[src/rtl/pipeline_ctrl_gen_pkg.sv]
// Shared constants and encodings for the pipeline stall/flush controller.
// Exception vectors, FSM states and redirect-select codes.
package pipeline_ctrl_gen_pkg;

  localparam logic [31:0] RESET_VEC = 32'hbfc0_0000;
  localparam logic [31:0] TRAP_VEC  = 32'hbfc0_0380;

  typedef enum logic [1:0] {
    IDLE    = 2'd0,
    PENDING = 2'd1,
    FLUSH   = 2'd2
  } state_e;

  typedef enum logic [1:0] {
    SEL_NONE = 2'd0,
    SEL_ERET = 2'd1,
    SEL_TRAP = 2'd2,
    SEL_EXC  = 2'd3
  } redir_e;

  // Flags may overlap, so this is a priority pick, not a one-hot decode.
  function automatic redir_e redir_sel(
    input logic eret,
    input logic trap,
    input logic exc
  );
    if (eret)      return SEL_ERET;
    else if (trap) return SEL_TRAP;
    else if (exc)  return SEL_EXC;
    else           return SEL_NONE;
  endfunction

endpackage

[src/rtl/pipeline_ctrl_gen_if.sv]
// Request/control bundle between the pipeline and its stall/flush controller.
// master = pipeline side, slave = controller side.
interface pipeline_ctrl_gen_if #(
  parameter int NUM_STAGES = 6,
  parameter int ADDR_W     = 32
);

  logic [NUM_STAGES-1:0] stall_req;
  logic                  stall_all;
  logic [ADDR_W-1:0]     cp0_epc;
  logic                  eret_flag;
  logic                  trap_flag;
  logic                  exc_flag;
  logic [NUM_STAGES-1:0] stall;
  logic [NUM_STAGES-1:0] bubble;
  logic                  flush;
  logic [ADDR_W-1:0]     exc_pc;
  logic                  stall_timeout;

  modport master (
    output stall_req, stall_all, cp0_epc,
    output eret_flag, trap_flag, exc_flag,
    input  stall, bubble, flush, exc_pc,
    input  stall_timeout
  );

  modport slave (
    input  stall_req, stall_all, cp0_epc,
    input  eret_flag, trap_flag, exc_flag,
    output stall, bubble, flush, exc_pc,
    output stall_timeout
  );

endinterface

[src/rtl/pipeline_ctrl_gen_stall_watchdog.sv]
// Stall watchdog: saturating count of consecutive stalled cycles.
// Flag holds while the count sits at TIMEOUT.
module pipeline_ctrl_gen_stall_watchdog #(
  parameter int TIMEOUT = 1024
) (
  input  logic clk,
  input  logic rst_n,
  input  logic stall_any_i,
  output logic timeout_o
);

  localparam int CW = $clog2(TIMEOUT + 1);
  localparam logic [CW-1:0] LIMIT = CW'(TIMEOUT);

  logic [CW-1:0] cnt_q;
  logic [CW-1:0] cnt_d;

  // Count stalled cycles, saturate at the limit, clear on a free cycle.
  always_comb begin
    cnt_d = cnt_q;
    if (!stall_any_i)        cnt_d = '0;
    else if (cnt_q != LIMIT) cnt_d = cnt_q + 1'b1;
  end

  // Counter register.
  always_ff @(posedge clk or negedge rst_n) begin
    if (!rst_n) cnt_q <= '0;
    else        cnt_q <= cnt_d;
  end

  assign timeout_o = (cnt_q == LIMIT);

endmodule

[src/rtl/pipeline_ctrl_gen.sv]
// Pipeline stall/bubble generator and exception/ERET redirect arbiter.
// Redirects seen under a full freeze are held and replayed afterwards.
module pipeline_ctrl_gen #(
  parameter int NUM_STAGES   = 6,
  parameter int ADDR_W       = 32,
  parameter int FLUSH_CYCLES = 1,
  parameter int TIMEOUT      = 1024,
  parameter logic [ADDR_W-1:0] RESET_VEC =
    pipeline_ctrl_gen_pkg::RESET_VEC,
  parameter logic [ADDR_W-1:0] TRAP_VEC  =
    pipeline_ctrl_gen_pkg::TRAP_VEC
) (
  input logic               clk,
  input logic               rst_n,
  pipeline_ctrl_gen_if.slave ctl
);

  import pipeline_ctrl_gen_pkg::*;

  localparam int CW = $clog2(FLUSH_CYCLES + 1);
  localparam logic [CW-1:0] FC_REM = CW'(FLUSH_CYCLES - 1);

  state_e                state_q, state_d;
  logic [CW-1:0]         cnt_q, cnt_d;
  logic [ADDR_W-1:0]     tgt_q, tgt_d;
  logic [ADDR_W-1:0]     tgt_sel;
  redir_e                sel;
  logic                  flush;
  logic [ADDR_W-1:0]     exc_pc;
  logic                  acc;
  logic [NUM_STAGES-1:0] stall_eq;
  logic [NUM_STAGES-1:0] stall;
  logic [NUM_STAGES-1:0] bubble;

  // A request at stage i holds every stage upstream of it.
  always_comb begin
    stall_eq = '0;
    acc      = ctl.stall_all;
    for (int i = NUM_STAGES - 1; i >= 0; i--) begin
      acc         = acc | ctl.stall_req[i];
      stall_eq[i] = acc;
    end
  end

  assign stall = rst_n ? stall_eq : '1;

  // NOP goes into the first moving stage behind a held one.
  always_comb begin
    bubble = '0;
    for (int i = 1; i < NUM_STAGES; i++)
      bubble[i] = stall[i-1] & ~stall[i];
    if (ctl.stall_all || flush || !rst_n) bubble = '0;
  end

  assign sel = redir_sel(ctl.eret_flag, ctl.trap_flag,
                         ctl.exc_flag);

  // Redirect target for the winning flag.
  always_comb begin
    tgt_sel = RESET_VEC;
    unique case (sel)
      SEL_ERET: tgt_sel = ctl.cp0_epc;
      SEL_TRAP: tgt_sel = TRAP_VEC;
      default:  tgt_sel = RESET_VEC;
    endcase
  end

  // Redirect FSM: next state, latched target and flush output.
  always_comb begin
    state_d = state_q;
    cnt_d   = cnt_q;
    tgt_d   = tgt_q;
    flush   = 1'b0;
    exc_pc  = tgt_q;
    unique case (state_q)
      IDLE: begin
        if (sel != SEL_NONE) begin
          tgt_d = tgt_sel;
          if (ctl.stall_all) begin
            state_d = PENDING;
          end else begin
            flush  = 1'b1;
            exc_pc = tgt_sel;
            if (FLUSH_CYCLES > 1) begin
              cnt_d   = FC_REM;
              state_d = FLUSH;
            end
          end
        end
      end
      PENDING: begin
        if (!ctl.stall_all) begin
          flush = 1'b1;
          if (FLUSH_CYCLES > 1) begin
            cnt_d   = FC_REM;
            state_d = FLUSH;
          end else begin
            state_d = IDLE;
          end
        end
      end
      FLUSH: begin
        if (!ctl.stall_all) begin
          flush = 1'b1;
          cnt_d = cnt_q - 1'b1;
          if (cnt_q <= CW'(1)) state_d = IDLE;
        end
      end
      default: state_d = IDLE;
    endcase
  end

  // FSM, flush counter and target registers.
  always_ff @(posedge clk or negedge rst_n) begin
    if (!rst_n) begin
      state_q <= IDLE;
      cnt_q   <= '0;
      tgt_q   <= RESET_VEC;
    end else begin
      state_q <= state_d;
      cnt_q   <= cnt_d;
      tgt_q   <= tgt_d;
    end
  end

  pipeline_ctrl_gen_stall_watchdog #(
    .TIMEOUT (TIMEOUT)
  ) u_wdog (
    .clk         (clk),
    .rst_n       (rst_n),
    .stall_any_i (|stall),
    .timeout_o   (ctl.stall_timeout)
  );

  assign ctl.stall  = stall;
  assign ctl.bubble = bubble;
  assign ctl.flush  = rst_n & flush;
  assign ctl.exc_pc = rst_n ? exc_pc : RESET_VEC;

endmodule

[src/flat_wrapper.sv]
// flat-port wrapper written by rule: the top's interface ports become plain ports
module pipeline_ctrl_gen_flat import pipeline_ctrl_gen_pkg::*;
#(
  parameter int NUM_STAGES   = 6,
  parameter int ADDR_W       = 32,
  parameter int FLUSH_CYCLES = 1,
  parameter int TIMEOUT      = 1024,
  parameter logic [ADDR_W-1:0] RESET_VEC =
    pipeline_ctrl_gen_pkg::RESET_VEC,
  parameter logic [ADDR_W-1:0] TRAP_VEC  =
    pipeline_ctrl_gen_pkg::TRAP_VEC
)
  (clk, rst_n, ctl_stall_req, ctl_stall_all, ctl_cp0_epc, ctl_eret_flag, ctl_trap_flag, ctl_exc_flag, ctl_stall, ctl_bubble, ctl_flush, ctl_exc_pc, ctl_stall_timeout);
  pipeline_ctrl_gen_if #(.NUM_STAGES(NUM_STAGES), .ADDR_W(ADDR_W)) ctl_i ();
  input logic clk;
  input logic rst_n;
  input wire logic [$bits(ctl_i.stall_req)-1:0] ctl_stall_req;
  input wire logic [$bits(ctl_i.stall_all)-1:0] ctl_stall_all;
  input wire logic [$bits(ctl_i.cp0_epc)-1:0] ctl_cp0_epc;
  input wire logic [$bits(ctl_i.eret_flag)-1:0] ctl_eret_flag;
  input wire logic [$bits(ctl_i.trap_flag)-1:0] ctl_trap_flag;
  input wire logic [$bits(ctl_i.exc_flag)-1:0] ctl_exc_flag;
  output wire logic [$bits(ctl_i.stall)-1:0] ctl_stall;
  output wire logic [$bits(ctl_i.bubble)-1:0] ctl_bubble;
  output wire logic [$bits(ctl_i.flush)-1:0] ctl_flush;
  output wire logic [$bits(ctl_i.exc_pc)-1:0] ctl_exc_pc;
  output wire logic [$bits(ctl_i.stall_timeout)-1:0] ctl_stall_timeout;
  assign ctl_i.stall_req = ctl_stall_req;
  assign ctl_i.stall_all = ctl_stall_all;
  assign ctl_i.cp0_epc = ctl_cp0_epc;
  assign ctl_i.eret_flag = ctl_eret_flag;
  assign ctl_i.trap_flag = ctl_trap_flag;
  assign ctl_i.exc_flag = ctl_exc_flag;
  assign ctl_stall = ctl_i.stall;
  assign ctl_bubble = ctl_i.bubble;
  assign ctl_flush = ctl_i.flush;
  assign ctl_exc_pc = ctl_i.exc_pc;
  assign ctl_stall_timeout = ctl_i.stall_timeout;
  pipeline_ctrl_gen #(.NUM_STAGES(NUM_STAGES), .ADDR_W(ADDR_W), .FLUSH_CYCLES(FLUSH_CYCLES), .TIMEOUT(TIMEOUT), .RESET_VEC(RESET_VEC), .TRAP_VEC(TRAP_VEC)) u_core (.clk(clk), .rst_n(rst_n), .ctl(ctl_i));
endmodule
[config.mk]
export PLATFORM = sky130hd
export DESIGN_NAME = pipeline_ctrl_gen_flat
export DESIGN_NICKNAME = d
export VERILOG_FILES = /design/src/rtl/pipeline_ctrl_gen_pkg.sv /design/src/rtl/pipeline_ctrl_gen_if.sv /design/src/rtl/pipeline_ctrl_gen_stall_watchdog.sv /design/src/rtl/pipeline_ctrl_gen.sv /design/src/flat_wrapper.sv
export SDC_FILE = /design/constraint.sdc
export NUM_CORES = 1
export LEC_CHECK = 0
export ABC_AREA = 1
export BUFFER_PORTS_ARGS = -buffer_cell sky130_fd_sc_hd__buf_4
export CAP_MARGIN = 25
export CORE_MARGIN = 2
export CORE_UTILIZATION = 40
export CTS_BUF_LIST = sky130_fd_sc_hd__clkbuf_4 sky130_fd_sc_hd__clkbuf_8
export DETAILED_ROUTE_END_ITERATION = 7
export GPL_TIMING_DRIVEN = 0
export PLACE_DENSITY_LB_ADDON = 0.12
export REMOVE_ABC_BUFFERS = 1
export SLEW_MARGIN = 20
export SYNTH_ARGS = -nofsm -noshare
export SYNTH_HDL_FRONTEND = slang
export SYNTH_SLANG_ARGS = --single-unit
export TNS_END_PERCENT = 30
[constraint.sdc]
create_clock -name clk -period 3.1 [get_ports clk]
set_input_delay 0.62 -clock clk [delete_from_list [all_inputs] [get_ports clk]]
set_output_delay 0.62 -clock clk [all_outputs]
set_load 0.02 [all_outputs]
==> out/qor.yml, run 1 <==
run_status:
  outcome: "finished clean"
clocking:
  path_clk_slew_ns: 0.08
  cts_tree: "done"
  clk_latency_ns: 0.30
  cts-root-buf: "clkbuf_8"
  cts-htree-levels: 2
  clockBufferDepth: 2
  clock-sinks: 44
  cts_buffers: 5
  postCtsHoldBufs: 0
die:
  die_h_um: 88.1
  core-area_mm2: 0.00683
  dieArea_mm2: 0.00776
  io_pins: 90
  fp.dieW_um: 88.1
  start_util_pct: 41.4
  num_rows: 30
placed_design:
  dpl.cell_count: 586
  dp_slack_ns: -0.344
  dp_hpwl_um: 4630
  numPortBuffers: 88
  gp_congestion: 0.860
grt:
  antenna_found_initial: 0
  grt_util_met2_pct: 30.9
  grtUsageMet1_pct: 21.8
  gr-total-overflow: 0
  grt_usage_pct: 17.6
  grt_busiest_layer: "met2"
  grt_pass1_vias: 2576
  grt_max_degree: 75
  grt_first_pass_wirelength_um: 11000
  use_met3_pct: 3.58
critical_path:
  r2r_cells: 6
  crit_type: "in2out"
  crit_fanout: 9
  worst_ep_required_time_ns: 2.48
  worstPathArrival_ns: 2.22
  regToRegEndpoint: "u_core.u_wdog.cnt_q[8]"
  start_kind: "input pin"
  r2r_setup_slack_ns: 1.75
  worstSetupEndpointType: "output port"
  r2r_start: "u_core.u_wdog.cnt_q[0]"
sta:
  timing.final.ws_setup_ns: 0.256
  worst_clock_skew_ns: 0.00704
  finalCriticalPeriod_ns: 2.84
  relSlewSlack_pct: 56.6
  slew_violations: 0
  finalHoldViolCount: 0
  rsz0062_at_grt: "false"
  setup_viol_count_final: 0
  tightest_slew_ns: 0.651
  fmax_mhz: 352
  post-route-period-util_pct: 91.7
route:
  wl_um: 6570
  drc: 0
  viasPerCell: 4.69
  vias: 2790
  drt-pass1-iter-count: 5
  wl_per_cell_um: 11.0
  ant_nets: 0
  drt_iter0_drc: 85
hold_path:
  hold_path_class: "in2async"
layout:
  stdcell_count: 595
  drive_gt1_share_pct: 23.4
  nNetsFinal: 547
  antenna_cells: 0
  final_core_util_pct: 53.6
  areaGrowthSynthToFinish_pct: 29.4
job:
  cap_violations: 0
pwr:
  power_density_mw_per_mm2: 534
  total_leakage_power_nw: 1.97
  peakVddDrop_mv: 0.215
synth:
  ys_types: 27
  avgSynthCellArea_um2: 6.72
  synth_seq_cells: 44
  yosysWarnings: 0
  ys_seq_area_share_pct: 39.3
  synth_area_mm2: 0.00283
  syn_inst: 421
## worst max-delay path by stage
| stage | from | end | slack, ns | cells after the start |
|---|---|---|---|---|
| 3_3_place_gp | ctl_eret_flag | ctl_exc_pc[8] | -1.0 | 10 |
| 4_1_cts | rst_n | ctl_exc_pc[29] | 0.18 | 5 |
| 5_1_grt | ctl_eret_flag | ctl_exc_pc[8] | 0.04 | 10 |
| 6_report | ctl_exc_flag | ctl_exc_pc[31] | 0.26 | 9 |
| 2_1_floorplan | ctl_trap_flag | ctl_exc_pc[7] | -0.32 | 9 |
| 3_5_place_dp | ctl_eret_flag | ctl_exc_pc[8] | -0.34 | 10 |
## stage by stage
stage                     hold slack [ns]  power, W  cell area [um2]  TNS, ns
after global placement              0.462   0.00146             3490   -22.94
after global routing                0.323   0.00212             3660        0
after detailed placement            0.488   0.00148             3510    -3.24
after CTS                           0.419   0.00198             3660        0
after floorplan                     0.324   0.00124             2710    -2.66
final                               0.292   0.00196             3660        0
## cells by family after synthesis
family / count (synthesis) / synth area share, %
other: 1 / 0.132
AO/OA/AOI/OAI: 101 / 17.9
buffers and inverters: 100 / 14.9
AND/OR/NAND/NOR: 168 / 25.0
XOR/XNOR: 2 / 0.619
flip-flops: 44 / 39.3
adder cells (fa/ha/maj): 5 / 2.21
## sequential cells by signal, indices dropped and copies added (netlist names)
| signal | count |
|---|---|
| u_core.state_q | 1 |
| u_core.tgt_q | 32 |
| u_core.u_wdog.cnt_q | 11 |
## layer usage
| layer | wire (um) | vias up |
|---|---|---|
| met1 | 3050 | 1272 |
| met4 | 33 | 0 |
| met3 | 301 | 2 |
| met2 | 3190 | 65 |
| li1 | - | 1451 |
| met5 | 0 | - |
## synthesized netlist by cell type
cell type  count  area share, %
nand2_1      110             15
inv_1         77             10
o21ai_0       54            9.5
a21oi_1       35            6.2
dfrtp_1       35             31
nor2_1        27            3.6
nand3_1       14            2.5
o21ai_1       12            2.1
buf_2          9            1.6
dfstp_2        9            8.4
buf_4          7            1.9
ha_1           5            2.2
nor3_1         4           0.71
clkbuf_1       3           0.40
nand4_1        3           0.66
nor2_2         3           0.66
inv_2          2           0.27
nand3b_1       2           0.53
xor2_1         2           0.62
buf_6          1           0.40
clkinv_1       1           0.13
conb_1         1           0.13
nand2_4        1           0.40
nand4_2        1           0.44
nor2_4         1           0.40
nor3_2         1           0.35
or2_1          1           0.22
## cell type report
type,count,area (um2)
Fill cell,714,3170
Sequential cell,44,1110
Clock inverter,1,30.0
Multi-Input combinational cell,277,1310
Inverter,80,303
Clock buffer,7,96.3
Timing Repair Buffer,90,692
Tap cell,96,120
## cell usage in the layout (no fill, tap or decap), types with 2 or more instances in the layout
| master | instances |
|---|---|
| a21oi_1 | 35 |
| buf_4 | 88 |
| clkbuf_8 | 7 |
| dfrtp_1 | 35 |
| dfstp_2 | 9 |
| ha_1 | 4 |
| inv_1 | 77 |
| nand2_1 | 110 |
| nand3_1 | 14 |
| nand3b_1 | 2 |
| nand4_1 | 3 |
| nor2_1 | 27 |
| nor2_2 | 3 |
| nor3_1 | 4 |
| o21ai_0 | 54 |
| o21ai_1 | 12 |
| xor2_1 | 2 |
## power breakdown
part           switching (W)  internal [W]  leakage (nW)
clock network       0.000202      0.000285        0.0645
logic               0.000409      0.000262          1.37
registers          0.0000895      0.000709         0.536
total               0.000701       0.00126          1.97
## worst max-delay path, stage by stage
cell and delay (ns):
buf_4 0.11, a21oi_1 0.25, inv_1 0.08, ha_2 0.30, nor2_2 0.31, nand2_1 0.12, a21oi_1 0.15, o21ai_0 0.11
buf_4 0.17
## timing repair
action                     4_1_cts  5_1_grt
setup buffers                    1        0
gates resized for setup          2        1
pin swaps                        1        0
setup endpoints to repair       12        3
No activity file was read; power rests on OpenSTA's default activity.
==> inputs of run 2 (changes only) <==
Settings changed: RECOVER_POWER set to 100.
==> run 2 against run 1 <==
Effect of this change:
- critical path depth increased by 1
- hold slack lost 0.0073 ns
- setup slack got worse by 0.049 ns
- power fell by 1.6%
- first-iteration DRC count grew 15%
- wire length is essentially flat
- clock power about the same
- fmax decreased by 1.7%
- utilization down 2.2 points
- sequential share of layout area grew 1.3 points
- highest routed layer unchanged
==> out/qor.yml, run 2 (same netlist as run 1, synthesis figures left out) <==
run_status:
  outcome: "finished clean"  # unchanged
die:
  core-area_mm2: 0.00683  # unchanged
  fp.dieW_um: 88.1  # unchanged
  die_h_um: 88.1  # unchanged
  dieArea_mm2: 0.00776  # unchanged
  io_pins: 90  # unchanged
  num_rows: 30  # unchanged
  start_util_pct: 41.4  # unchanged
placed_design:
  dp_hpwl_um: 4630  # unchanged
  numPortBuffers: 88  # unchanged
  dpl.cell_count: 586  # unchanged
  gp_congestion: 0.860  # unchanged
route:
  drt_iter0_drc: 98  # was 85
  wl_um: 6580  # was 6570 um
  vias: 2779  # was 2790
  drt-pass1-iter-count: 4  # was 5
  wl_per_cell_um: 11.1  # was 11.0 um
  viasPerCell: 4.67  # was 4.69
  ant_nets: 0  # unchanged
  drc: 0  # unchanged
clocking:
  cts-htree-levels: 2  # unchanged
  clockBufferDepth: 2  # unchanged
  cts_buffers: 5  # unchanged
  path_clk_slew_ns: 0.09  # was 0.08 ns
  clk_latency_ns: 0.30  # about the same
  clock-sinks: 44  # unchanged
  cts-root-buf: "clkbuf_8"  # unchanged
  cts_tree: "done"  # unchanged
  postCtsHoldBufs: 0  # unchanged
grt:
  grt_first_pass_wirelength_um: 11000  # unchanged
  antenna_found_initial: 0  # unchanged
  grt_util_met2_pct: 30.9  # unchanged
  grt_pass1_vias: 2576  # unchanged
  grt_busiest_layer: "met2"  # unchanged
  grt_max_degree: 75  # unchanged
  grt_usage_pct: 17.6  # unchanged
  grtUsageMet1_pct: 21.8  # unchanged
  gr-total-overflow: 0  # unchanged
  use_met3_pct: 3.58  # unchanged
layout:
  nFillCells: 752  # was 714
  final_core_util_pct: 51.4  # was 53.6%
  reg_top3: "u_core.tgt_q: 32 flops, u_core.u_wdog.cnt_q: 11 flops, u_core.state_q: 1 flops"  # unchanged
  layout_common_cells: "nand2_1, inv_1, o21ai_0"  # was nand2_1, buf_4, inv_1
  stdcell_count: 595  # unchanged
  nNetsFinal: 547  # unchanged
  largest-register: "u_core.tgt_q"  # unchanged
  drive_gt1_share_pct: 17.8  # was 23.4%
  largest_reg_flops: 32  # unchanged
  areaGrowthSynthToFinish_pct: 24.1  # was 29.4%
  final_common_cell: "nand2_1"  # unchanged
  antenna_cells: 0  # unchanged
  seq_area_mm2: 0.00111  # unchanged
  multiInputGateArea_mm2: 0.00130  # was 0.00131 mm2
pwr:
  p_sw_w: 0.000699  # was 0.000701 W
  clkPwrFrac_pct: 25.4  # was 24.9%
  seqPwrFrac_pct: 41.5  # was 40.8%
  total_leakage_power_nw: 1.84  # was 1.97 nW
  switching_share_pct: 36.3  # was 35.8%
  peakVddDrop_mv: 0.208  # was 0.215 mV
  intPower_w: 0.00123  # was 0.00126 W
  comb_power_share_pct: 33.1  # was 34.3%
  power_density_mw_per_mm2: 548  # was 534 mW/mm2
sta:
  finalHoldViolCount: 0  # unchanged
  slew_violations: 0  # unchanged
  relSlewSlack_pct: 54.0  # was 56.6%
  rsz0062_at_grt: "false"  # unchanged
  post-route-period-util_pct: 93.3  # was 91.7%
  setup_viol_count_final: 0  # unchanged
  fmax_mhz: 346  # was 352 MHz
  hold-worst-slack_ns: 0.285  # was 0.292 ns
  tightest_slew_ns: 0.690  # was 0.651 ns
  finalCriticalPeriod_ns: 2.89  # was 2.84 ns
  worst_clock_skew_ns: 0.00634  # was 0.00704 ns
critical_path:
  crit_fanout: 32  # was 9
  start_kind: "input pin"  # unchanged
  worst_ep_required_time_ns: 2.48  # about the same
  worstPathArrival_ns: 2.27  # was 2.22 ns
  crit_type: "in2out"  # unchanged
  worstSetupEndpointType: "output port"  # unchanged
  r2r_setup_slack_ns: 0.97  # was 1.75 ns
hold_path:
  hold_path_class: "in2async"  # unchanged
job:
  cap_violations: 0  # unchanged
==> run 2: cell count changes in the layout (fill, tap and decap cells not counted), moves of 6 or more <==
cell	delta
buf_4	-39
clkbuf_1	+27
clkbuf_2	+12
o21ai_0	+6
o21ai_1	-6
==> run 2: final timing paths <==
check / startpoint / endpoint / depth (start not counted)
setup / recovery: ctl_trap_flag / ctl_exc_pc[2] / 10
hold / removal: rst_n / u_core.tgt_q[19] / 1
setup reg to reg: u_core.state_q[0] / u_core.tgt_q[14] / 4
hold reg to reg: u_core.tgt_q[9] / u_core.tgt_q[9] / 2
max in group asynchronous: rst_n / u_core.tgt_q[27] / 1
min in group clk: u_core.tgt_q[9] / u_core.tgt_q[9] / 2
==> run 2: critical path, stage by stage <==
cell and delay [ns]:
buf_4 0.11, nor2_1 0.09, nor2_1 0.06, inv_1 0.08, ha_2 0.61, nand2_1 0.10
inv_1 0.10, o21ai_1 0.07, a21oi_1 0.17, clkbuf_1 0.25
==> run 2: timing repair <==
action | in CTS | in global routing
buffers inserted | 1 | 0
gates resized for setup | 2 | 1
pin swaps | 1 | 0
endpoints found under the setup margin | 12 | 3
==> run 2: metal layers <==
metal | share of wire (%) | up-vias
met4 | 0.50 | 0
met1 | 46 | 1269
met2 | 49 | 56
li1 | - | 1452
met5 | 0 | -
met3 | 4.8 | 2
==> run 2: power groups by stage <==
stage          clock network (W)  registers [W]  logic (W)
2_1_floorplan                  0       0.000787   0.000456
3_3_place_gp                   0       0.000808   0.000653
3_5_place_dp                   0       0.000807   0.000675
4_1_cts                 0.000503       0.000799   0.000680
5_1_grt                 0.000528       0.000820   0.000737
6_report                0.000488       0.000799   0.000638
==> run 2: layout make-up <==
cell class	instances	area share, %
multi-input combinational	277	37.1
sequential	44	31.7
timing repair buffer	90	15.6
inverter	80	8.62
tap	96	3.42
clock buffer	7	2.74
clock inverter	1	0.855
==> run 2: per-stage QoR <==
step	setup TNS, ns	total power, W	worst slack, ns	area, um2
detailed placement	-3.24	0.00148	-0.344	3510
global route	0	0.00209	0.0235	3510
finish	0	0.00193	0.207	3510
floorplan	-2.66	0.00124	-0.324	2710
CTS	0	0.00198	0.179	3660
global placement	-22.94	0.00146	-0.996	3490
==> inputs of run 3 (changes only) <==
Settings changed: CORE_ASPECT_RATIO set to 0.7, MAX_ROUTING_LAYER set to met4.
==> run 3 against run 2 <==
Effect of this change:
- flip-flop and latch count unchanged
- combinational power increased by 2%
- wire length increased by 1.7%
- sequential power increased by 0.5%
- clock-buffer cell count unchanged
- critical path type unchanged
- clock power decreased by 6.6%
- global-route usage increased by 0.95 points
- critical endpoint is now ctl_exc_pc[7]
- highest routed layer unchanged
==> out/qor.yml, run 3 (same netlist as run 1, synthesis figures left out) <==
sta:
  rsz0062_at_grt: "false"  # unchanged
  finalHoldViolCount: 0  # unchanged
  slew_violations: 0  # unchanged
  tightest_slew_ns: 0.630  # was 0.690 ns
  setup_viol_count_final: 0  # unchanged
  relSlewSlack_pct: 58.0  # was 54.0%
  hold-worst-slack_ns: 0.275  # was 0.285 ns
  fmax_mhz: 343  # was 346 MHz
  worst_clock_skew_ns: 0.00778  # was 0.00634 ns
  post-route-period-util_pct: 94.1  # was 93.3%
  finalCriticalPeriod_ns: 2.92  # was 2.89 ns
clocking:
  clock-sinks: 44  # unchanged
  cts-htree-levels: 2  # unchanged
  clockBufferDepth: 2  # unchanged
  cts-root-buf: "clkbuf_8"  # unchanged
  cts_buffers: 5  # unchanged
  path_clk_slew_ns: 0.08  # was 0.09 ns
  clk_latency_ns: 0.30  # about the same
  cts_tree: "done"  # unchanged
placed_design:
  dpl_cell_area_mm2: 0.00352  # was 0.00351 mm2
  dp_hpwl_um: 4570  # was 4630 um
  gp_congestion: 0.920  # was 0.860
  numPortBuffers: 88  # unchanged
layout:
  antenna_cells: 0  # unchanged
  nFillCells: 710  # was 752
  layout_common_cells: "nand2_1, inv_1, o21ai_0"  # unchanged
  largest_reg_flops: 32  # unchanged
  drive_gt1_share_pct: 18.0  # was 17.8%
  final_common_cell: "nand2_1"  # unchanged
  reg_top3: "u_core.tgt_q: 32 flops, u_core.u_wdog.cnt_q: 11 flops, u_core.state_q: 1 flops"  # unchanged
  nNetsFinal: 548  # was 547
  largest-register: "u_core.tgt_q"  # unchanged
  areaGrowthSynthToFinish_pct: 23.9  # was 24.1%
  fin_area_mm2: 0.00351  # about the same
pwr:
  total_leakage_power_nw: 1.84  # about the same
  seqPwrFrac_pct: 42.1  # was 41.5%
  peakVddDrop_mv: 0.258  # was 0.208 mV
  switching_share_pct: 37.0  # was 36.3%
  intPower_w: 0.00120  # was 0.00123 W
  clkPwrFrac_pct: 23.9  # was 25.4%
  finalPower_w: 0.00191  # was 0.00193 W
  comb_power_share_pct: 34.0  # was 33.1%
  p_sw_w: 0.000707  # was 0.000699 W
  power_density_mw_per_mm2: 544  # was 548 mW/mm2
critical_path:
  cp_common_cell: "nor2_1"
  cp.buffers_inverters: 4  # unchanged
  worstPathCellList: "clkbuf_4, nor2_1, nor2_1, inv_1, ha_1, nor2_4, nand2_8, inv_4, o21ai_0, a21oi_1, clkbuf_2"  # was buf_4, nor2_1, nor2_1, inv_1, ha_2, nand2_1, inv_1, o21ai_1, a21oi_1, clkbuf_1
  worstPathArrival_ns: 2.30  # was 2.27 ns
  worstSetupEndpointType: "output port"  # unchanged
  crit_family: "buffers and inverters"  # was adder cells
  crit_type: "in2out"  # unchanged
  critPathMaxStageDelay_ns: 0.26  # was 0.61 ns
  start_kind: "input pin"  # unchanged
  cp_slowest_cell: "ha_1"  # was ha_2
  r2r_cells: 4  # unchanged
  crit_fanout: 41  # was 32
  worst_ep_required_time_ns: 2.48  # about the same
  crit_cells: 11  # was 10
die:
  die_h_um: 74.4  # was 88.1 um
  core-area_mm2: 0.00679  # was 0.00683 mm2
  start_util_pct: 41.7  # was 41.4%
  dieArea_mm2: 0.00778  # was 0.00776 mm2
  fp.dieW_um: 105  # was 88.1 um
  num_rows: 25  # was 30
  io_pins: 90  # unchanged
grt:
  grt_usage_pct: 18.5  # was 17.6%
  antenna_found_initial: 0  # unchanged
  gr-total-overflow: 0  # unchanged
  grt_pass1_vias: 2493  # was 2576
  grt_max_degree: 75  # unchanged
  grt_first_pass_wirelength_um: 11200  # was 11000 um
run_status:
  outcome: "finished clean"  # unchanged
route:
  drt-pass1-iter-count: 4  # unchanged
  viasPerCell: 4.63  # was 4.67
  vias: 2753  # was 2779
  drc: 0  # unchanged
  ant_nets: 0  # unchanged
  wl_per_cell_um: 11.3  # was 11.1 um
  wl_um: 6690  # was 6580 um
  drt_iter0_drc: 105  # was 98
hold_path:
  hold_path_class: "in2async"  # unchanged
job:
  cap_violations: 0  # unchanged
run 3: layout make-up:
cell class,count,area [um2],area share (%)
Timing Repair Buffer,90,551,15.7
Clock inverter,1,30.0,0.857
Inverter,80,303,8.64
Tap cell,94,118,3.35
Sequential cell,44,1110,31.7
Multi-Input combinational cell,278,1310,37.3
Clock buffer,7,83.8,2.39
run 3: final timing paths:
check / from / to / slack [ns]
setup reg to reg: u_core.state_q[0] / u_core.tgt_q[18] / 1.12
max in group asynchronous: rst_n / u_core.tgt_q[30] / 2.41
setup / recovery: ctl_exc_flag / ctl_exc_pc[7] / 0.18
min in group clk: u_core.tgt_q[8] / u_core.tgt_q[8] / 0.49
hold / removal: rst_n / u_core.tgt_q[16] / 0.28
hold reg to reg: u_core.tgt_q[8] / u_core.tgt_q[8] / 0.49
run 3: repair_timing:
item / CTS / global route
gates resized for setup: 2 / 1
setup endpoints to repair: 32 / 9
hold buffers: 0 / 0
setup buffers: 1 / 0
hold endpoints to repair: 0 / 0
pin swaps: 1 / 0
cloned: 1 / 0
run 3: per-stage QoR:
stage / std cells / TNS [ns] / util, % / setup WS [ns]
finish: 594 / 0 / 51.6 / 0.183
global placement: 583 / -23.42 / 51.4 / -1.03
global route: 594 / 0 / 51.6 / 0.0235
detailed placement: 584 / -6.33 / 51.8 / -0.483
CTS: 594 / 0 / 53.9 / 0.144
floorplan: 401 / -2.66 / - / -0.324
run 3: power groups by stage:
| stage | clock network, W | logic [W] | registers [W] |
|---|---|---|---|
| 6_report | 0.000456 | 0.000650 | 0.000803 |
| 5_1_grt | 0.000492 | 0.000748 | 0.000821 |
| 4_1_cts | 0.000468 | 0.000688 | 0.000800 |
| 3_5_place_dp | 0 | 0.000677 | 0.000809 |
| 3_3_place_gp | 0 | 0.000660 | 0.000805 |
| 2_1_floorplan | 0 | 0.000456 | 0.000787 |
run 3: per-layer routing:
metal	wire [um]	global-route usage (%)	vias up
li1	-	-	1459
met1	3480	24.3	1193
met2	2660	27.8	89
met3	424	4.65	12
met4	135	6.91	0
met5	0	-	-
